### src/rtl/uart_key_injector_pkg.sv
// Shared constants, state encodings and the ASCII-to-HID mapping used by the
// UART key injector.
package uart_key_injector_pkg;

  localparam logic [1:0] USB_TYPE_NONE = 2'd0;
  localparam logic [1:0] USB_TYPE_KBD  = 2'd1;

  localparam logic [7:0] MOD_NONE   = 8'h00;
  localparam logic [7:0] MOD_LSHIFT = 8'h02;

  localparam logic [7:0] SC_A     = 8'h04;
  localparam logic [7:0] SC_1     = 8'h1E;
  localparam logic [7:0] SC_0     = 8'h27;
  localparam logic [7:0] SC_ENTER = 8'h28;
  localparam logic [7:0] SC_BKSP  = 8'h2A;
  localparam logic [7:0] SC_SPACE = 8'h2C;
  localparam logic [7:0] SC_MINUS = 8'h2D;
  localparam logic [7:0] SC_COMMA = 8'h36;
  localparam logic [7:0] SC_DOT   = 8'h37;
  localparam logic [7:0] SC_SLASH = 8'h38;

  typedef enum logic [2:0] {
    RPT_IDLE,
    RPT_POP,
    RPT_PRESS,
    RPT_HOLD,
    RPT_RELEASE,
    RPT_GAP
  } rpt_state_t;

  typedef enum logic [1:0] {
    RX_IDLE,
    RX_START,
    RX_DATA,
    RX_STOP
  } rx_state_t;

  typedef struct packed {
    logic       valid;
    logic [7:0] mods;
    logic [7:0] code;
  } key_map_t;

  function automatic int max3(input int a, input int b, input int c);
    int m;
    m = (a > b) ? a : b;
    return (m > c) ? m : c;
  endfunction

  // Unmapped bytes come back with valid = 0 and are silently discarded.
  function automatic key_map_t ascii2scancode(input logic [7:0] ch);
    key_map_t m;
    m = '0;
    if (ch >= 8'h61 && ch <= 8'h7A) begin
      m = {1'b1, MOD_NONE, 8'(SC_A + (ch - 8'h61))};
    end else if (ch >= 8'h41 && ch <= 8'h5A) begin
      m = {1'b1, MOD_LSHIFT, 8'(SC_A + (ch - 8'h41))};
    end else if (ch >= 8'h31 && ch <= 8'h39) begin
      m = {1'b1, MOD_NONE, 8'(SC_1 + (ch - 8'h31))};
    end else begin
      case (ch)
        8'h30:        m = {1'b1, MOD_NONE, SC_0};
        8'h0D, 8'h0A: m = {1'b1, MOD_NONE, SC_ENTER};
        8'h08:        m = {1'b1, MOD_NONE, SC_BKSP};
        8'h20:        m = {1'b1, MOD_NONE, SC_SPACE};
        8'h2D:        m = {1'b1, MOD_NONE, SC_MINUS};
        8'h2C:        m = {1'b1, MOD_NONE, SC_COMMA};
        8'h2E:        m = {1'b1, MOD_NONE, SC_DOT};
        8'h2F:        m = {1'b1, MOD_NONE, SC_SLASH};
        default:      m = '0;
      endcase
    end
    return m;
  endfunction

endpackage

### src/rtl/uart_key_injector_if.sv
// HID keyboard report bundle, same field layout a USB HID host core drives.
interface uart_key_injector_if;
  logic [1:0] usb_type;
  logic       usb_report;
  logic [7:0] key_modifiers;
  logic [7:0] key1;
  logic [7:0] key2;
  logic [7:0] key3;
  logic [7:0] key4;

  modport master (
    output usb_type, usb_report, key_modifiers, key1, key2, key3, key4
  );

  modport slave (
    input usb_type, usb_report, key_modifiers, key1, key2, key3, key4
  );
endinterface

### src/rtl/uart_key_injector_rx.sv
// 8N1 UART receiver: 2-FF synchronizer, mid-bit sampling, one-cycle valid or
// frame_err pulse per frame.
module uart_key_injector_rx
  import uart_key_injector_pkg::*;
#(
  parameter int CLK_FREQ = 12000000,
  parameter int BAUD     = 115200
) (
  input  logic       clk,
  input  logic       resetn,
  input  logic       rx,
  output logic [7:0] data,
  output logic       valid,
  output logic       frame_err
);

  localparam int DIV  = CLK_FREQ / BAUD;
  localparam int HALF = DIV / 2;
  localparam int CW   = $clog2(DIV + 1);
  localparam logic [CW-1:0] HALF_LAST = CW'(HALF - 1);
  localparam logic [CW-1:0] FULL_LAST = CW'(DIV - 1);

  rx_state_t   state_reg, state_next;
  logic [1:0]  sync_reg;
  logic        prev_reg;
  logic [CW-1:0] cnt_reg;
  logic [2:0]  bit_reg;
  logic [7:0]  shift_reg;
  logic [7:0]  data_reg;
  logic        valid_reg, frame_err_reg;
  logic        rx_s, tick_half, tick_full, stop_ok, stop_bad;

  assign rx_s      = sync_reg[1];
  assign tick_half = (cnt_reg == HALF_LAST);
  assign tick_full = (cnt_reg == FULL_LAST);

  always_ff @(posedge clk or negedge resetn) begin
    if (!resetn) state_reg <= RX_IDLE;
    else         state_reg <= state_next;
  end

  always_comb begin
    state_next = state_reg;
    case (state_reg)
      RX_IDLE:  if (prev_reg && !rx_s)           state_next = RX_START;
      RX_START: if (tick_half)                   state_next = rx_s ? RX_IDLE : RX_DATA;
      RX_DATA:  if (tick_full && bit_reg == 3'd7) state_next = RX_STOP;
      RX_STOP:  if (tick_full)                   state_next = RX_IDLE;
      default:                                   state_next = RX_IDLE;
    endcase
  end

  always_comb begin
    stop_ok  = (state_reg == RX_STOP) && tick_full && rx_s;
    stop_bad = (state_reg == RX_STOP) && tick_full && !rx_s;
  end

  always_ff @(posedge clk or negedge resetn) begin
    if (!resetn) begin
      sync_reg      <= 2'b11;
      prev_reg      <= 1'b1;
      cnt_reg       <= '0;
      bit_reg       <= '0;
      shift_reg     <= '0;
      data_reg      <= '0;
      valid_reg     <= 1'b0;
      frame_err_reg <= 1'b0;
    end else begin
      sync_reg <= {sync_reg[0], rx};
      prev_reg <= rx_s;
      // Counter restarts at each sampling point so samples stay mid-bit.
      if (state_reg == RX_IDLE || (state_reg == RX_START && tick_half) || tick_full)
        cnt_reg <= '0;
      else
        cnt_reg <= cnt_reg + 1'b1;
      if (state_reg == RX_START)
        bit_reg <= '0;
      else if (state_reg == RX_DATA && tick_full)
        bit_reg <= bit_reg + 1'b1;
      if (state_reg == RX_DATA && tick_full)
        shift_reg <= {rx_s, shift_reg[7:1]};
      if (stop_ok)
        data_reg <= shift_reg;
      valid_reg     <= stop_ok;
      frame_err_reg <= stop_bad;
    end
  end

  assign data      = data_reg;
  assign valid     = valid_reg;
  assign frame_err = frame_err_reg;

endmodule

### src/rtl/uart_key_injector.sv
// Turns bytes received on a UART pin into HID keyboard press/release reports
// through a small byte FIFO and a report-pacing FSM.
module uart_key_injector
  import uart_key_injector_pkg::*;
#(
  parameter int CLK_FREQ   = 12000000,
  parameter int BAUD       = 115200,
  parameter int FIFO_DEPTH = 4,
  parameter int HOLD_CYC   = 120000,
  parameter int GAP_CYC    = 120000
) (
  input  logic                 clk,
  input  logic                 resetn,
  input  logic                 uart_rx,
  uart_key_injector_if.master  hid,
  output logic                 rx_overflow,
  output logic                 rx_frame_err
);

  localparam int DIV   = CLK_FREQ / BAUD;
  localparam int CNT_W = $clog2(max3(DIV, HOLD_CYC, GAP_CYC) + 1);
  localparam int PTR_W = $clog2(FIFO_DEPTH);
  // HOLD lasts HOLD_CYC-1 cycles so the release strobe lands HOLD_CYC cycles after the press strobe.
  localparam logic [CNT_W-1:0] HOLD_LAST = CNT_W'(HOLD_CYC - 2);
  localparam logic [CNT_W-1:0] GAP_LAST  = CNT_W'(GAP_CYC - 1);
  localparam logic [PTR_W:0]   FIFO_FULL = (PTR_W + 1)'(FIFO_DEPTH);

  logic [7:0] rx_data;
  logic       rx_valid;

  uart_key_injector_rx #(
    .CLK_FREQ (CLK_FREQ),
    .BAUD     (BAUD)
  ) u_rx (
    .clk       (clk),
    .resetn    (resetn),
    .rx        (uart_rx),
    .data      (rx_data),
    .valid     (rx_valid),
    .frame_err (rx_frame_err)
  );

  logic [7:0]       fifo_mem [FIFO_DEPTH];
  logic [PTR_W-1:0] wr_ptr_reg, rd_ptr_reg;
  logic [PTR_W:0]   count_reg;
  logic             fifo_full, fifo_empty, push_ok, pop;
  logic             overflow_reg;
  key_map_t         pop_map;

  rpt_state_t       state_reg, state_next;
  logic [CNT_W-1:0] cnt_reg;
  logic [1:0]       type_reg;
  logic [7:0]       key1_reg, mod_reg;
  logic             report, load_press, load_release;

  assign fifo_full  = (count_reg == FIFO_FULL);
  assign fifo_empty = (count_reg == '0);
  assign pop        = (state_reg == RPT_POP);
  // A pop in the same cycle frees a slot, so a push while full is still accepted.
  assign push_ok    = rx_valid && (!fifo_full || pop);
  assign pop_map    = ascii2scancode(fifo_mem[rd_ptr_reg]);

  always_ff @(posedge clk) begin
    if (push_ok) fifo_mem[wr_ptr_reg] <= rx_data;
  end

  always_ff @(posedge clk or negedge resetn) begin
    if (!resetn) begin
      wr_ptr_reg   <= '0;
      rd_ptr_reg   <= '0;
      count_reg    <= '0;
      overflow_reg <= 1'b0;
    end else begin
      if (push_ok) wr_ptr_reg <= wr_ptr_reg + 1'b1;
      if (pop)     rd_ptr_reg <= rd_ptr_reg + 1'b1;
      case ({push_ok, pop})
        2'b10:   count_reg <= count_reg + 1'b1;
        2'b01:   count_reg <= count_reg - 1'b1;
        default: count_reg <= count_reg;
      endcase
      overflow_reg <= rx_valid && !push_ok;
    end
  end

  always_ff @(posedge clk or negedge resetn) begin
    if (!resetn) state_reg <= RPT_IDLE;
    else         state_reg <= state_next;
  end

  always_comb begin
    state_next = state_reg;
    case (state_reg)
      RPT_IDLE:    if (!fifo_empty)         state_next = RPT_POP;
      RPT_POP:     state_next = pop_map.valid ? RPT_PRESS : RPT_IDLE;
      RPT_PRESS:   state_next = RPT_HOLD;
      RPT_HOLD:    if (cnt_reg == HOLD_LAST) state_next = RPT_RELEASE;
      RPT_RELEASE: state_next = RPT_GAP;
      RPT_GAP:     if (cnt_reg == GAP_LAST)  state_next = RPT_IDLE;
      default:     state_next = RPT_IDLE;
    endcase
  end

  always_comb begin
    report       = (state_reg == RPT_PRESS) || (state_reg == RPT_RELEASE);
    load_press   = (state_reg == RPT_POP) && pop_map.valid;
    load_release = (state_reg == RPT_HOLD) && (state_next == RPT_RELEASE);
  end

  // Field registers load on the edge entering PRESS/RELEASE, so they change together with the strobe.
  always_ff @(posedge clk or negedge resetn) begin
    if (!resetn) begin
      cnt_reg  <= '0;
      type_reg <= USB_TYPE_NONE;
      key1_reg <= '0;
      mod_reg  <= MOD_NONE;
    end else begin
      if (state_next != state_reg)
        cnt_reg <= '0;
      else if (state_reg == RPT_HOLD || state_reg == RPT_GAP)
        cnt_reg <= cnt_reg + 1'b1;
      if (load_press) begin
        type_reg <= USB_TYPE_KBD;
        key1_reg <= pop_map.code;
        mod_reg  <= pop_map.mods;
      end else if (load_release) begin
        key1_reg <= '0;
        mod_reg  <= MOD_NONE;
      end
    end
  end

  assign hid.usb_type      = type_reg;
  assign hid.usb_report    = report;
  assign hid.key_modifiers = mod_reg;
  assign hid.key1          = key1_reg;
  assign hid.key2          = '0;
  assign hid.key3          = '0;
  assign hid.key4          = '0;
  assign rx_overflow       = overflow_reg;

endmodule
### src/flat_wrapper.sv
// flat-port wrapper written by rule: the top's interface ports become plain ports
module uart_key_injector_flat import uart_key_injector_pkg::*;
#(
  parameter int CLK_FREQ   = 12000000,
  parameter int BAUD       = 115200,
  parameter int FIFO_DEPTH = 4,
  parameter int HOLD_CYC   = 120000,
  parameter int GAP_CYC    = 120000
)
  (clk, resetn, uart_rx, rx_overflow, rx_frame_err, hid_usb_type, hid_usb_report, hid_key_modifiers, hid_key1, hid_key2, hid_key3, hid_key4);
  uart_key_injector_if hid_i ();
  input  logic clk;
  input  logic resetn;
  input  logic uart_rx;
  output logic rx_overflow;
  output logic rx_frame_err;
  output wire logic [$bits(hid_i.usb_type)-1:0] hid_usb_type;
  output wire logic [$bits(hid_i.usb_report)-1:0] hid_usb_report;
  output wire logic [$bits(hid_i.key_modifiers)-1:0] hid_key_modifiers;
  output wire logic [$bits(hid_i.key1)-1:0] hid_key1;
  output wire logic [$bits(hid_i.key2)-1:0] hid_key2;
  output wire logic [$bits(hid_i.key3)-1:0] hid_key3;
  output wire logic [$bits(hid_i.key4)-1:0] hid_key4;
  assign hid_usb_type = hid_i.usb_type;
  assign hid_usb_report = hid_i.usb_report;
  assign hid_key_modifiers = hid_i.key_modifiers;
  assign hid_key1 = hid_i.key1;
  assign hid_key2 = hid_i.key2;
  assign hid_key3 = hid_i.key3;
  assign hid_key4 = hid_i.key4;
  uart_key_injector #(.CLK_FREQ(CLK_FREQ), .BAUD(BAUD), .FIFO_DEPTH(FIFO_DEPTH), .HOLD_CYC(HOLD_CYC), .GAP_CYC(GAP_CYC)) u_core (.clk(clk), .resetn(resetn), .uart_rx(uart_rx), .hid(hid_i), .rx_overflow(rx_overflow), .rx_frame_err(rx_frame_err));
endmodule
### config.mk
export PLATFORM = sky130hd
export DESIGN_NAME = uart_key_injector_flat
export DESIGN_NICKNAME = d
export VERILOG_FILES = /design/src/rtl/uart_key_injector_pkg.sv /design/src/rtl/uart_key_injector_if.sv /design/src/rtl/uart_key_injector_rx.sv /design/src/rtl/uart_key_injector.sv /design/src/flat_wrapper.sv
export SDC_FILE = /design/constraint.sdc
export NUM_CORES = 1
export LEC_CHECK = 0
export ABC_AREA = 1
export CAP_MARGIN = 20
export CORE_MARGIN = 2
export CORE_UTILIZATION = 35
export DETAILED_ROUTE_END_ITERATION = 10
export PLACE_DENSITY = 0.57
export SLEW_MARGIN = 20
export SYNTH_ARGS = -nofsm -noshare
export SYNTH_HDL_FRONTEND = slang
export SYNTH_SLANG_ARGS = --single-unit
export TNS_END_PERCENT = 10
### constraint.sdc
create_clock -name clk -period 6 [get_ports clk]
set_clock_uncertainty 0.15 [all_clocks]
set_input_delay 1.2 -clock clk [delete_from_list [all_inputs] [get_ports clk]]
set_output_delay 1.2 -clock clk [all_outputs]
set_load 0.05 [all_outputs]
==> metrics.yaml <==
final_layout:
  antenna_cells: 0
  syn2layout_area_growth_pct: 9.59
  largest_register_ffs: 32
  most-common-layout-cells: "159 x nand2_1, 71 x nor2_1, 68 x dfrtp_1"
  fin_nets: 659
  drive_above_1_share: 0.0851
  layout_commonest_cell: "nand2_1"
  final_core_util: 0.393
  final_cells: 834
clock_network:
  holdBufCountCts: 0
  worstSkewPairLatency_ns: 0.35
  clockRootBuffer: "clkbuf_16"
  clk_path_buf_depth: 2
  htree_levels: 3
  cts_setup_buffers: 0
  cts_buffers: 9
  cts.sinks: 103
  clk_pin_slew_ns: 0.07
  ctsResizeCount: 0
  tritoncts: "done"
synthesis:
  yosysSeqAreaShare: 0.503
  synthDistinctLibCells: 41
  synth.ff_latch_count: 103
  syn_inst: 624
  ys_top_cells_by_area: "dfrtp_1 31%, edfxtp_1 18%, nand2_1 11%, nor2_1 4.9%, buf_4 4.7%"
  synth_top_area_share: 0.312
  syn_area_sq_um: 5460
  syn_avg_cell_area_sq_um: 8.74
  ys.warnings.count: 0
  synth_largest_area_cell: "dfrtp_1"
detailed_routing:
  wl_um: 10000
  vias_per_cell: 4.72
  drc: 0
  routed-via-count: 3935
  wl_per_cell_um: 12.0
  drtIter0Drc: 223
  antenna_left: 0
  first_pass_iters: 4
sta:
  min_period_ns: 3.32
  final-setup-viol-count: 0
  hold_viol_final: 0
  finalSetupTns_ns: 0
  relSlewSlack: 0.381
  grt_setup_unrepaired: "false"
  tightest_slew_ns: 0.926
  fmax_ghz: 0.301
  drv_slew: 0
  fin_crit_sh: 0.553
outcome:
  status: "finished clean"
hold_path:
  hold_depth: 0
  worstHoldPathType: "flip-flop to flip-flop"
  worstHoldStart: "u_core.u_rx.sync_reg[0]"
  hold-path-endpoint: "u_core.u_rx.sync_reg[1]"
setup_path:
  end_kind: "output port"
  rrSetupSlack_ns: 3.06
  r2r_cells: 13
  timing.rr.start: "u_core.rd_ptr_reg[1]"
  cp.arrival_ns: 1.97
  required_ns: 4.65
  path_max_fanout: 6
  worstSetupPathType: "flip-flop to output port"
  rr_endpoint: "u_core.hid.key1[7]"
  worstSetupStartpointType: "flip-flop"
floorplanning:
  rows: 45
  die_h_um: 129
  start_util: 0.359
  die_area_sq_um: 16600
  fp.coreArea_sq_um: 15200
  io_pins: 48
  fp.dieW_um: 129
grt:
  grt_usage: 0.132
  grt_start_max_net_pins: 72
  grt_pass1_wl_um: 17700
  overflow: 0
  first_global_vias: 3990
  antenna_found_initial: 0
place:
  dp.cells: 818
  post-dp-hpwl_um: 7430
  place_congestion: 0.867
  portBuffers: 15
power:
  ir_drop_mv: 0.171
  powerDensity_nw_per_um2: 410
  power.leakage_nw: 2.83
flow_run:
  cap_violations: 0
[worst max path at each step]
stage,from,endpoint,slack (ns),cells after the start
CTS,u_core.state_reg[1],hid_usb_report,2.65,4
global placement,u_core.state_reg[1],hid_usb_report,3.06,4
finish,u_core.state_reg[1],hid_usb_report,2.68,4
floorplan,u_core.rd_ptr_reg[0],u_core.hid.usb_type[0],3.57,15
detailed placement,u_core.state_reg[1],hid_usb_report,3.05,4
global route,u_core.state_reg[2],hid_usb_report,2.56,5
[area by class of cell]
cell class | count | area (sq um)
repair buffers | 15 | 148
multi-input cells | 450 | 2310
flip-flops and latches | 103 | 2740
clock buffers | 10 | 229
inverters | 62 | 233
clock inverters | 6 | 85.1
fillers | 1493 | 9220
well taps | 188 | 235
[per-stage QoR]
stage	total power, mW	area, sq um	setup slack (ns)	hold slack, ns
2_1_floorplan	1.67	5570	3.57	0.195
3_3_place_gp	1.83	5660	3.06	0.196
3_5_place_dp	1.85	5660	3.05	0.204
4_1_cts	2.47	5980	2.65	0.213
5_1_grt	2.64	5980	2.56	0.216
6_report	2.45	5980	2.68	0.209
[synthesized netlist by cell type, drive strengths merged]
cell    instances
a21boi          1
ha             14
nand3b          1
buf            39
clkbuf          1
o22ai           1
fa              1
nor4b           1
inv            62
nand3          55
dfstp           3
a21oi          13
xor2           18
nor2           78
nor3           18
conb            1
dfrtp          68
a221oi          1
o21a            3
and3            2
nor4            1
nand4          10
or2             2
nor3b           2
mux2            6
o21ai          13
a32o            2
edfxtp         32
xnor2           1
nand2         174
[where the power goes]
part           leakage, nW  switching (mW)  internal (mW)
Clock                0.150           0.249          0.364
Combinational         1.51           0.675          0.283
Sequential            1.17          0.0827          0.794
[kinds of logic (layout without fill, tap and decap cells)]
logic type | count (synthesis) | in the layout | share of synthesized area
and+or+nand+nor | 344 | 344 | 0.284
adders and majority gates | 15 | 15 | 0.0358
AOI/OAI and AO/OA | 34 | 34 | 0.0378
buffers and inverters | 102 | 93 | 0.0959
other | 1 | 32 | 0.000687
muxes | 6 | 6 | 0.0124
DFF | 103 | 103 | 0.503
xor gates and xnor gates | 19 | 19 | 0.0305
[worst max-delay path, cell delays in order, from the launching register on]
cell and delay [ns]:
dfrtp_1 0.44, nor3_1 0.26, inv_1 0.06, nand2_1 0.06
clkdlybuf4s50_1 0.79
[layer usage]
layer	track usage	wire, um
met5	0	0
met4	0.0492	198
met3	0.0283	352
met2	0.218	4710
met1	0.171	4770
(Power assumes the default switching activity.)
